`config.mk`:
```
export PLATFORM = sky130hd
export DESIGN_NAME = unidad_busqueda
export DESIGN_NICKNAME = d
export VERILOG_FILES = /design/src/rtl/unidad_busqueda_pkg.sv /design/src/rtl/unidad_busqueda_memoria_ins.sv /design/src/rtl/unidad_busqueda.sv
export SDC_FILE = /design/constraint.sdc
export NUM_CORES = 1
export LEC_CHECK = 0
export CORE_MARGIN = 8
export CORE_UTILIZATION = 25
export CTS_CLUSTER_DIAMETER = 80
export CTS_CLUSTER_SIZE = 30
export DETAILED_ROUTE_END_ITERATION = 10
export SETUP_SLACK_MARGIN = 0.1
export SLEW_MARGIN = 20
export SYNTH_ARGS = -nofsm -noshare
export SYNTH_HDL_FRONTEND = slang
export SYNTH_SLANG_ARGS = --single-unit
export TNS_END_PERCENT = 5
```
`constraint.sdc`:
```
create_clock -name clk -period 4.45 [get_ports clk]
set_input_delay 0.89 -clock clk [delete_from_list [all_inputs] [get_ports clk]]
set_output_delay 0.89 -clock clk [all_outputs]
set_load 0.05 [all_outputs]
```
`src/rtl/unidad_busqueda_pkg.sv`:
```
// Shared types and constants for the instruction fetch/sequencing unit.
// Holds the FSM encoding, default opcodes, the halt word and address width.
package unidad_busqueda_pkg;

    localparam int ADDR_W    = 5;
    localparam int DATA_W    = 32;
    localparam int NUM_WORDS = 1 << ADDR_W;

    localparam logic [DATA_W-1:0] HALT_WORD_DEF = 32'hFFFF_FFFF;
    localparam logic [5:0]        OP_BEQ_DEF    = 6'b000100;
    localparam logic [5:0]        OP_J_DEF      = 6'b000010;

    typedef enum logic [1:0] {
        ST_IDLE  = 2'd0,
        ST_FETCH = 2'd1,
        ST_ISSUE = 2'd2,
        ST_HALT  = 2'd3
    } estado_t;

endpackage

```
`src/rtl/unidad_busqueda_memoria_ins.sv`:
```
// 32 x 32 instruction store: one write port, synchronous read with 1-cycle latency.
// Contents are deliberately not reset so a program survives a sequencer reset.
module memoria_ins
    import unidad_busqueda_pkg::*;
(
    input  logic              clk,
    input  logic              we,
    input  logic [ADDR_W-1:0] wr_addr,
    input  logic [DATA_W-1:0] wr_data,
    input  logic [ADDR_W-1:0] rd_addr,
    output logic [DATA_W-1:0] rd_data
);

    logic [DATA_W-1:0] mem_q [NUM_WORDS];
    logic [DATA_W-1:0] rd_data_d;
    logic [DATA_W-1:0] rd_data_q;

    always_comb begin
        rd_data_d = mem_q[rd_addr];
    end

    always_ff @(posedge clk) begin
        if (we) begin
            mem_q[wr_addr] <= wr_data;
        end
        rd_data_q <= rd_data_d;
    end

    assign rd_data = rd_data_q;

endmodule

```
`src/rtl/unidad_busqueda.sv`:
```
// Instruction sequencer: fetches from the local store, issues over a valid/ready
// handshake, resolves BEQ/J targets on acceptance and stops on the halt word.
module unidad_busqueda
    import unidad_busqueda_pkg::*;
#(
    parameter logic [DATA_W-1:0] HALT_WORD = HALT_WORD_DEF,
    parameter logic [5:0]        OP_BEQ    = OP_BEQ_DEF,
    parameter logic [5:0]        OP_J      = OP_J_DEF
) (
    input  logic              clk,
    input  logic              rst,
    input  logic              start,
    input  logic              prog_we,
    input  logic [ADDR_W-1:0] prog_addr,
    input  logic [DATA_W-1:0] prog_data,
    output logic              ins_valid,
    input  logic              ins_ready,
    output logic [DATA_W-1:0] instruccion,
    input  logic              zf_in,
    output logic [ADDR_W-1:0] pc_o,
    output logic              halt_o
);

    estado_t           state_q, state_d;
    logic [ADDR_W-1:0] pc_q, pc_d;
    logic [DATA_W-1:0] instruccion_q, instruccion_d;
    logic              ins_valid_q, ins_valid_d;
    logic              halt_q, halt_d;
    logic              mem_we;
    logic [DATA_W-1:0] mem_rd_data;
    logic [5:0]        opcode;

    // The store is addressed with the next PC so the word is ready during FETCH.
    memoria_ins u_memoria_ins (
        .clk     (clk),
        .we      (mem_we),
        .wr_addr (prog_addr),
        .wr_data (prog_data),
        .rd_addr (pc_d),
        .rd_data (mem_rd_data)
    );

    assign opcode = instruccion_q[DATA_W-1:DATA_W-6];

    always_comb begin
        state_d       = state_q;
        pc_d          = pc_q;
        instruccion_d = instruccion_q;
        ins_valid_d   = ins_valid_q;
        halt_d        = halt_q;
        mem_we        = 1'b0;
        case (state_q)
            ST_IDLE, ST_HALT: begin
                mem_we = prog_we && !rst;
                if (start) begin
                    state_d = ST_FETCH;
                    pc_d    = '0;
                    halt_d  = 1'b0;
                end
            end
            ST_FETCH: begin
                if (mem_rd_data == HALT_WORD) begin
                    state_d = ST_HALT;
                    halt_d  = 1'b1;
                end else begin
                    state_d       = ST_ISSUE;
                    instruccion_d = mem_rd_data;
                    ins_valid_d   = 1'b1;
                end
            end
            ST_ISSUE: begin
                if (ins_valid_q && ins_ready) begin
                    state_d     = ST_FETCH;
                    ins_valid_d = 1'b0;
                    if (opcode == OP_BEQ && zf_in) begin
                        pc_d = pc_q + ADDR_W'(1) + instruccion_q[ADDR_W-1:0];
                    end else if (opcode == OP_J) begin
                        pc_d = instruccion_q[ADDR_W-1:0];
                    end else begin
                        pc_d = pc_q + ADDR_W'(1);
                    end
                end
            end
            default: state_d = ST_IDLE;
        endcase
    end

    always_ff @(posedge clk) begin
        if (rst) begin
            state_q       <= ST_IDLE;
            pc_q          <= '0;
            instruccion_q <= '0;
            ins_valid_q   <= 1'b0;
            halt_q        <= 1'b0;
        end else begin
            state_q       <= state_d;
            pc_q          <= pc_d;
            instruccion_q <= instruccion_d;
            ins_valid_q   <= ins_valid_d;
            halt_q        <= halt_d;
        end
    end

    assign ins_valid   = ins_valid_q;
    assign instruccion = instruccion_q;
    assign pc_o        = pc_q;
    assign halt_o      = halt_q;

endmodule

```
# Word level (Yosys, flattened, before mapping)
# Memory sizes are Yosys's and may differ from the RTL's. A register that Yosys moved wholly into a read port is not among the register bits.
# Index checks and enable logic that the tools add are counted.
word_totals:
  register_bits: 41
  mem_bits_rw: 1024
  n_memories: 1
  output_inout_bits: 39
  inputBits: 43
classes:
  n_mux: 18
  n_bitwise: 1
  n_eq_ne: 10
  n_reduce_logical: 12
  add_sub_neg: 2
mem_list:
  columns: ["name", "depth", "word_bits", "rd", "rd_clocked_by_memory_dff", "wr", "line_no", "rtl"]
  rows:
  - ["u_memoria_ins.mem_q", 32, 32, 1, 1, 1, "unidad_busqueda_memoria_ins.sv:14", "logic [DATA_W-1:0] mem_q [NUM_WORDS];"]
op_table:
  columns: ["cell", "count"]
  rows:
  - ["$eq 32x32->1 const B", 1]
  - ["$mux 5", 4]
  - ["$pmux 5 s2", 1]
  - ["$mux 1", 8]
  - ["$ne 2x2->1 const B", 4]
  - ["$eq 6x2->1 const B", 1]
  - ["$eq 6x3->1 const B", 1]
  - ["$pmux 2 s3", 1]
  - ["$reduce_and 3->1", 2]
  - ["$add 5x1->5 const B", 1]
  - ["$add 5x5->5", 1]
  - ["$eq 2x2->1 const B", 2]
  - ["$mux 2", 2]
  - ["$pmux 1 s2", 2]
  - ["$reduce_and 2->1", 2]
  - ["$reduce_bool 2->1", 2]
  - ["$logic_and 1x1->1", 3]
  - ["$eq 2x1->1 const B", 1]
  - ["$logic_not 2->1", 1]
  - ["$reduce_or 2->1", 1]
  - ["$logic_not 1->1", 1]
  - ["$not 1->1", 1]

# Longest topological paths before layout
logic_depth:
  ltp_word: 5
  depth_mapped: 14
  depth_no_buf: 12

# By module
# From an unflattened synthesis, not the netlist that was laid out.
unflattened:
  cells_unflattened: 2477
  hier_area_um2: 42480.7
by_module_without_submodules:
  columns: ["module", "cells_per_inst", "seq_area_each_um2", "area_each_um2", "n_inst"]
  rows:
  - ["memoria_ins", 2260, 31390.1, 40485.1, 1]
  - ["unidad_busqueda", 217, 820.8, 1995.7, 1]

# Worst setup path after synthesis
# No wires, ideal clock.
synth_path:
  kind: "input -> register"
  start: "in rst"
  end: "mem u_memoria_ins.mem_q[12][0], enable pin"
  stages: 5
  setup_ns: 0.421
  arrival_ns: 3.183
  t_required_ns: 4.029
  slack_ns: 0.846
  cell_sequence: "clkbuf_1 -> or2_2 -> or3_1 -> clkbuf_1 -> nor2_1"
synth_between:
  elab_chain_cells: 5
synth_lines:
  columns: ["item", "line_no", "rtl"]
  rows:
  - ["from (decl)", "unidad_busqueda.sv:11", "input logic rst,"]
  - ["$logic_not 1->1", "unidad_busqueda.sv:54", "mem_we = prog_we && !rst;"]
  - ["$logic_and 1x1->1", "unidad_busqueda.sv:54", null]
  - ["$mux 1", "unidad_busqueda.sv:52", "case (state_q)"]
  - ["$mux 1", "unidad_busqueda_memoria_ins.sv:23", "if (we) begin"]
  - ["$mux 1 (not written as such)", "unidad_busqueda_memoria_ins.sv:24", "mem_q[wr_addr] <= wr_data;"]
  - ["to (decl)", "unidad_busqueda_memoria_ins.sv:14", null]
# Every way passes these cells.

# Worst setup path after layout
layout_path:
  start: "reg pc_q[2] (netlist: pc_o[2])"
  end: "reg u_memoria_ins.rd_data_q[27] (netlist: u_memoria_ins.rd_data[27]), read port of u_memoria_ins.mem_q"
layout_between:
  elab_chain_cells: 5
  word_cells_on_any_way: 7
  cone_classes: "add/sub (2); mux (5)"
layout_lines:
  columns: ["item", "line_no", "rtl"]
  rows:
  - ["from (decl)", "unidad_busqueda.sv:25", "logic [ADDR_W-1:0] pc_q, pc_d;"]
  - ["from (signal assigned)", "unidad_busqueda.sv:97", "pc_q <= pc_d;"]
  - ["$add 5x1->5", "unidad_busqueda.sv:76, unidad_busqueda.sv:80", null]
  - ["$add 5x5->5 or $mux 5 (tied branches)", "unidad_busqueda.sv:76, unidad_busqueda.sv:77", null]
  - ["$mux 5", "unidad_busqueda.sv:75", "if (opcode == OP_BEQ && zf_in) begin"]
  - ["$mux 5", "unidad_busqueda.sv:72", "if (ins_valid_q && ins_ready) begin"]
  - ["$pmux 5 s2 *", "unidad_busqueda.sv:52", null]
  - ["to (decl)", "unidad_busqueda_memoria_ins.sv:16", "logic [DATA_W-1:0] rd_data_q;"]
# Mark *: on every way between the ends. The rest lies on a longest branch, timed or not.
# A chain may end at the register's enable or synchronous reset.

==> summary.md <==
| Metric | Value |
|---|---|
| Status | completed |
| Vias | 26710 |
| Ys flop type | edfxtp_1 |
| Routed WL | 131000 µm |
| Total gr overflow | 0 |
| Slew @ Worst Pin | 1059 ps |
| Antenna-violating nets left | 0 |
| Yosys top cell area share | 0.7126 |
| Met2 WL post-DR | about 65000 µm |
| Area leader, netlist | edfxtp_1 |
| Syn Area/Cell | 14.39 µm² |
| Share of post-route cells with drive strength above 1 | 0.1067 |
| FMAX | 258.5 MHz |
| Total track usage | 0.1348 |
| Setup TNS | 0 ps |
| Top cells by area, synth | edfxtp_1, nand2_1, a211oi_1 |
| Drt via density | 4.963 |
| Peak supply drop | between 0.2 and 0.3 mV |
| Final Wtd Congestion | ~0.8 |
| Top Ports | 82 |
| Synth Warn # | 0 |
| Switching pwr | 0.004089 W |
| Initial Utilization | 0.2515 |
| Clk pwr share | 0.307 |
| Hold WC Path Type | flip-flop to flip-flop |
| Post-CTS Setup Bufs | 0 |
| Core area | about 170000 µm² |
| EDFF count, synth | 1024 |
| H-tree depth | 2 |
| Layout Cells excl Fill | around 5400 |
| Syn-to-layout area delta | 14.40% |
| Crit path max fanout | 23 |
| Nets | 3081 |
| Max-cap violations | 0 |
| Post-cts sizing count | 0 |
| TritonCTS Buffers | 47 |
| Syn_nets | 3049 |
| Final setup viols | 0 |
| Die height | 431.5 µm |
| Post-synthesis register bit count | 1097 |
| Final hold vios | 0 |
| Port bufs | approximately 80 |
| Slew margin rel. | 0.2915 |
| Crit end category | flip-flop |
| DP Area | 47850 µm² |
| TritonCTS clock tree | built |
| Clock tree buffer depth | 3 |
| Seq/Total Area, Yosys | 0.7465 |
| RSZ-0062 raised after global routing | no |
| Clk slew on worst S/H paths | 110 ps |
| Async S/R FF share, synth | 0 |
| WP data arrival | 4420 ps |
| Met3 WL | 7959 µm |
| Fill count | 17210 |
| Startpoint Class | flip-flop |
| Die area | about 190000 µm² |
| Crit path kind | flip-flop to flip-flop |
| Final Max Tran Viols | 0 |
| Crit path time final | 3868 ps |
| Initial antenna violation count | 21 |
| WL/cell | 24.35 µm |
| Switch share | 0.2270 |
| Commonest non-fill, non-tap cell in the layout | edfxtp_1 |
| Clock Sinks | 1097 |
| Comb pwr share | 0.056 |
| Skew final | 45.59 ps |
| Syn Inst Count | 2998 |
| Die width | between 400 and 500 µm |
| Reg power frac | 0.637 |
| Most frequent cells in the layout | edfxtp_1, nand2_1, a211oi_1, and3_1, a31oi_1 |
| Detailed router's first-iteration violation count | 2886 |
| Design area | 49360 µm² |
| Period utilization | 0.8693 |
| # DRC | 0 |
| # rows | 152 |
| Clock Latency Late Sink | 680 ps |
| Hold buffers post-CTS | 0 |
| Drt pass-1 iters | 5 |
| Largest net degree at the start of global routing | ~130 |
| Dpl hpwl | ~74000 µm |
| Pleak | 15.58 nW |
| Post-Syn Area | 43150 µm² |
| PD cells | 365.0 nW/µm² |
| Req. time, crit path | 5010 ps |
| Unique cell type count in the Yosys netlist | between 60 and 70 |
| Max Used Layer | met5 |
| Pint | 0.01393 W |
| Routed length on met1 | between 50000 and 60000 µm |
| Clock root buffer | clkbuf_16 |
| Vias in the first global route | 25470 |
| First-pass GRT wire length | 187300 µm |
| Placed instance count | 5291 |
[path summary, 6_finish.rpt]
| check | from | to | cells past startpoint | slack (ps) |
|---|---|---|---|---|
| max | pc_o[2] | u_memoria_ins.rd_data[27] | 12 | 580 |
| min | instruccion[19] | instruccion[19] | 2 | 500 |
| max reg2reg | pc_o[2] | u_memoria_ins.rd_data[27] | 12 | 580 |
| min reg2reg | instruccion[19] | instruccion[19] | 2 | 500 |
[worst max-delay path, stage by stage, from the launching register on]
cell	delay, ps
dfxtp_1	600
nand3_1	150
xnor2_1	310
ha_1	320
nor2_1	140
a21oi_1	90
xor2_1	170
o31ai_1	380
o21a_1	310
or3_2	180
buf_4	490
o22ai_1	270
nor4_2	310
[per-layer routing]
layer,GRT usage,vias to the layer above
met1,0.1748,13860
li1,-,11680
met2,0.2368,973
met3,0.01727,197
met5,0,-
met4,0.03715,4
[Yosys cell counts (all sizes together), types with 3 or more instances]
| master | number |
|---|---|
| edfxtp | 1024 |
| nand2 | 519 |
| a211oi | 255 |
| and3 | 253 |
| a31oi | 220 |
| buf | 118 |
| clkbuf | 118 |
| o22ai | 95 |
| nor2 | 85 |
| dfxtp | 73 |
| mux2i | 37 |
| nor4 | 35 |
| a31o | 32 |
| o2bb2ai | 31 |
| nand3 | 10 |
| a21oi | 9 |
| nand4 | 8 |
| ha | 7 |
| inv | 7 |
| or3 | 7 |
| nand3b | 4 |
| nor3 | 4 |
| xor2 | 4 |
| o211ai | 3 |
| o21ai | 3 |
[per-stage QoR]
stage          total power, W  hold slack [ps]  utilization  worst slack [ps]
6_report              0.01802            504.1       0.2878             581.5
5_1_grt               0.01850            537.6       0.2877             380.5
4_1_cts               0.01814            515.3       0.2880             572.2
3_5_place_dp          0.01273            489.4       0.2789             154.3
3_3_place_gp          0.01272            478.8       0.2789             187.1
2_1_floorplan         0.01221            455.2            -             845.7
[sequential cells by signal, indices dropped and copies added, names as in the netlist, named ones only]
register / flops
state_q: 2
u_memoria_ins.mem_q: 1024
pc_o: 4
halt_o: 1
instruccion: 32
u_memoria_ins.rd_data: 32
ins_valid: 1
[power groups by stage]
stage | logic (W) | clock network [W] | registers (W)
detailed placement | 0.00103 | 0 | 0.0117
floorplan | 0.000370 | 0 | 0.0118
CTS | 0.00103 | 0.00563 | 0.0115
global route | 0.00108 | 0.00594 | 0.0115
finish | 0.00101 | 0.00553 | 0.0115
global placement | 0.00101 | 0 | 0.0117
[logic make-up (layout without fill, tap and decap cells)]
logic type      count (synthesis)  in the layout  share of synthesized area
flops                        1097           1097                     0.7465
simple gates                  942            942                     0.1062
compound gates                664            664                     0.1086
buf+inv                       243            311                    0.02592
mux                            38             38                   0.009105
fa+ha+maj                       8              8                   0.002494
xor+xnor                        6              6                   0.001218
other cells                     0              6                          0
[cell type report]
class,instances,area (µm²),area share
Antenna cell,6,15.01,0.0003042
Clock buffer,70,1282,0.02598
Clock inverter,15,270.3,0.005475
Inverter,7,26.28,0.0005323
Multi-Input combinational cell,1658,10160,0.2057
Sequential cell,1097,32210,0.6525
Tap cell,2310,2890,0.05855
Timing Repair Buffer,219,2512,0.05090
(Power assumes the default switching activity.)
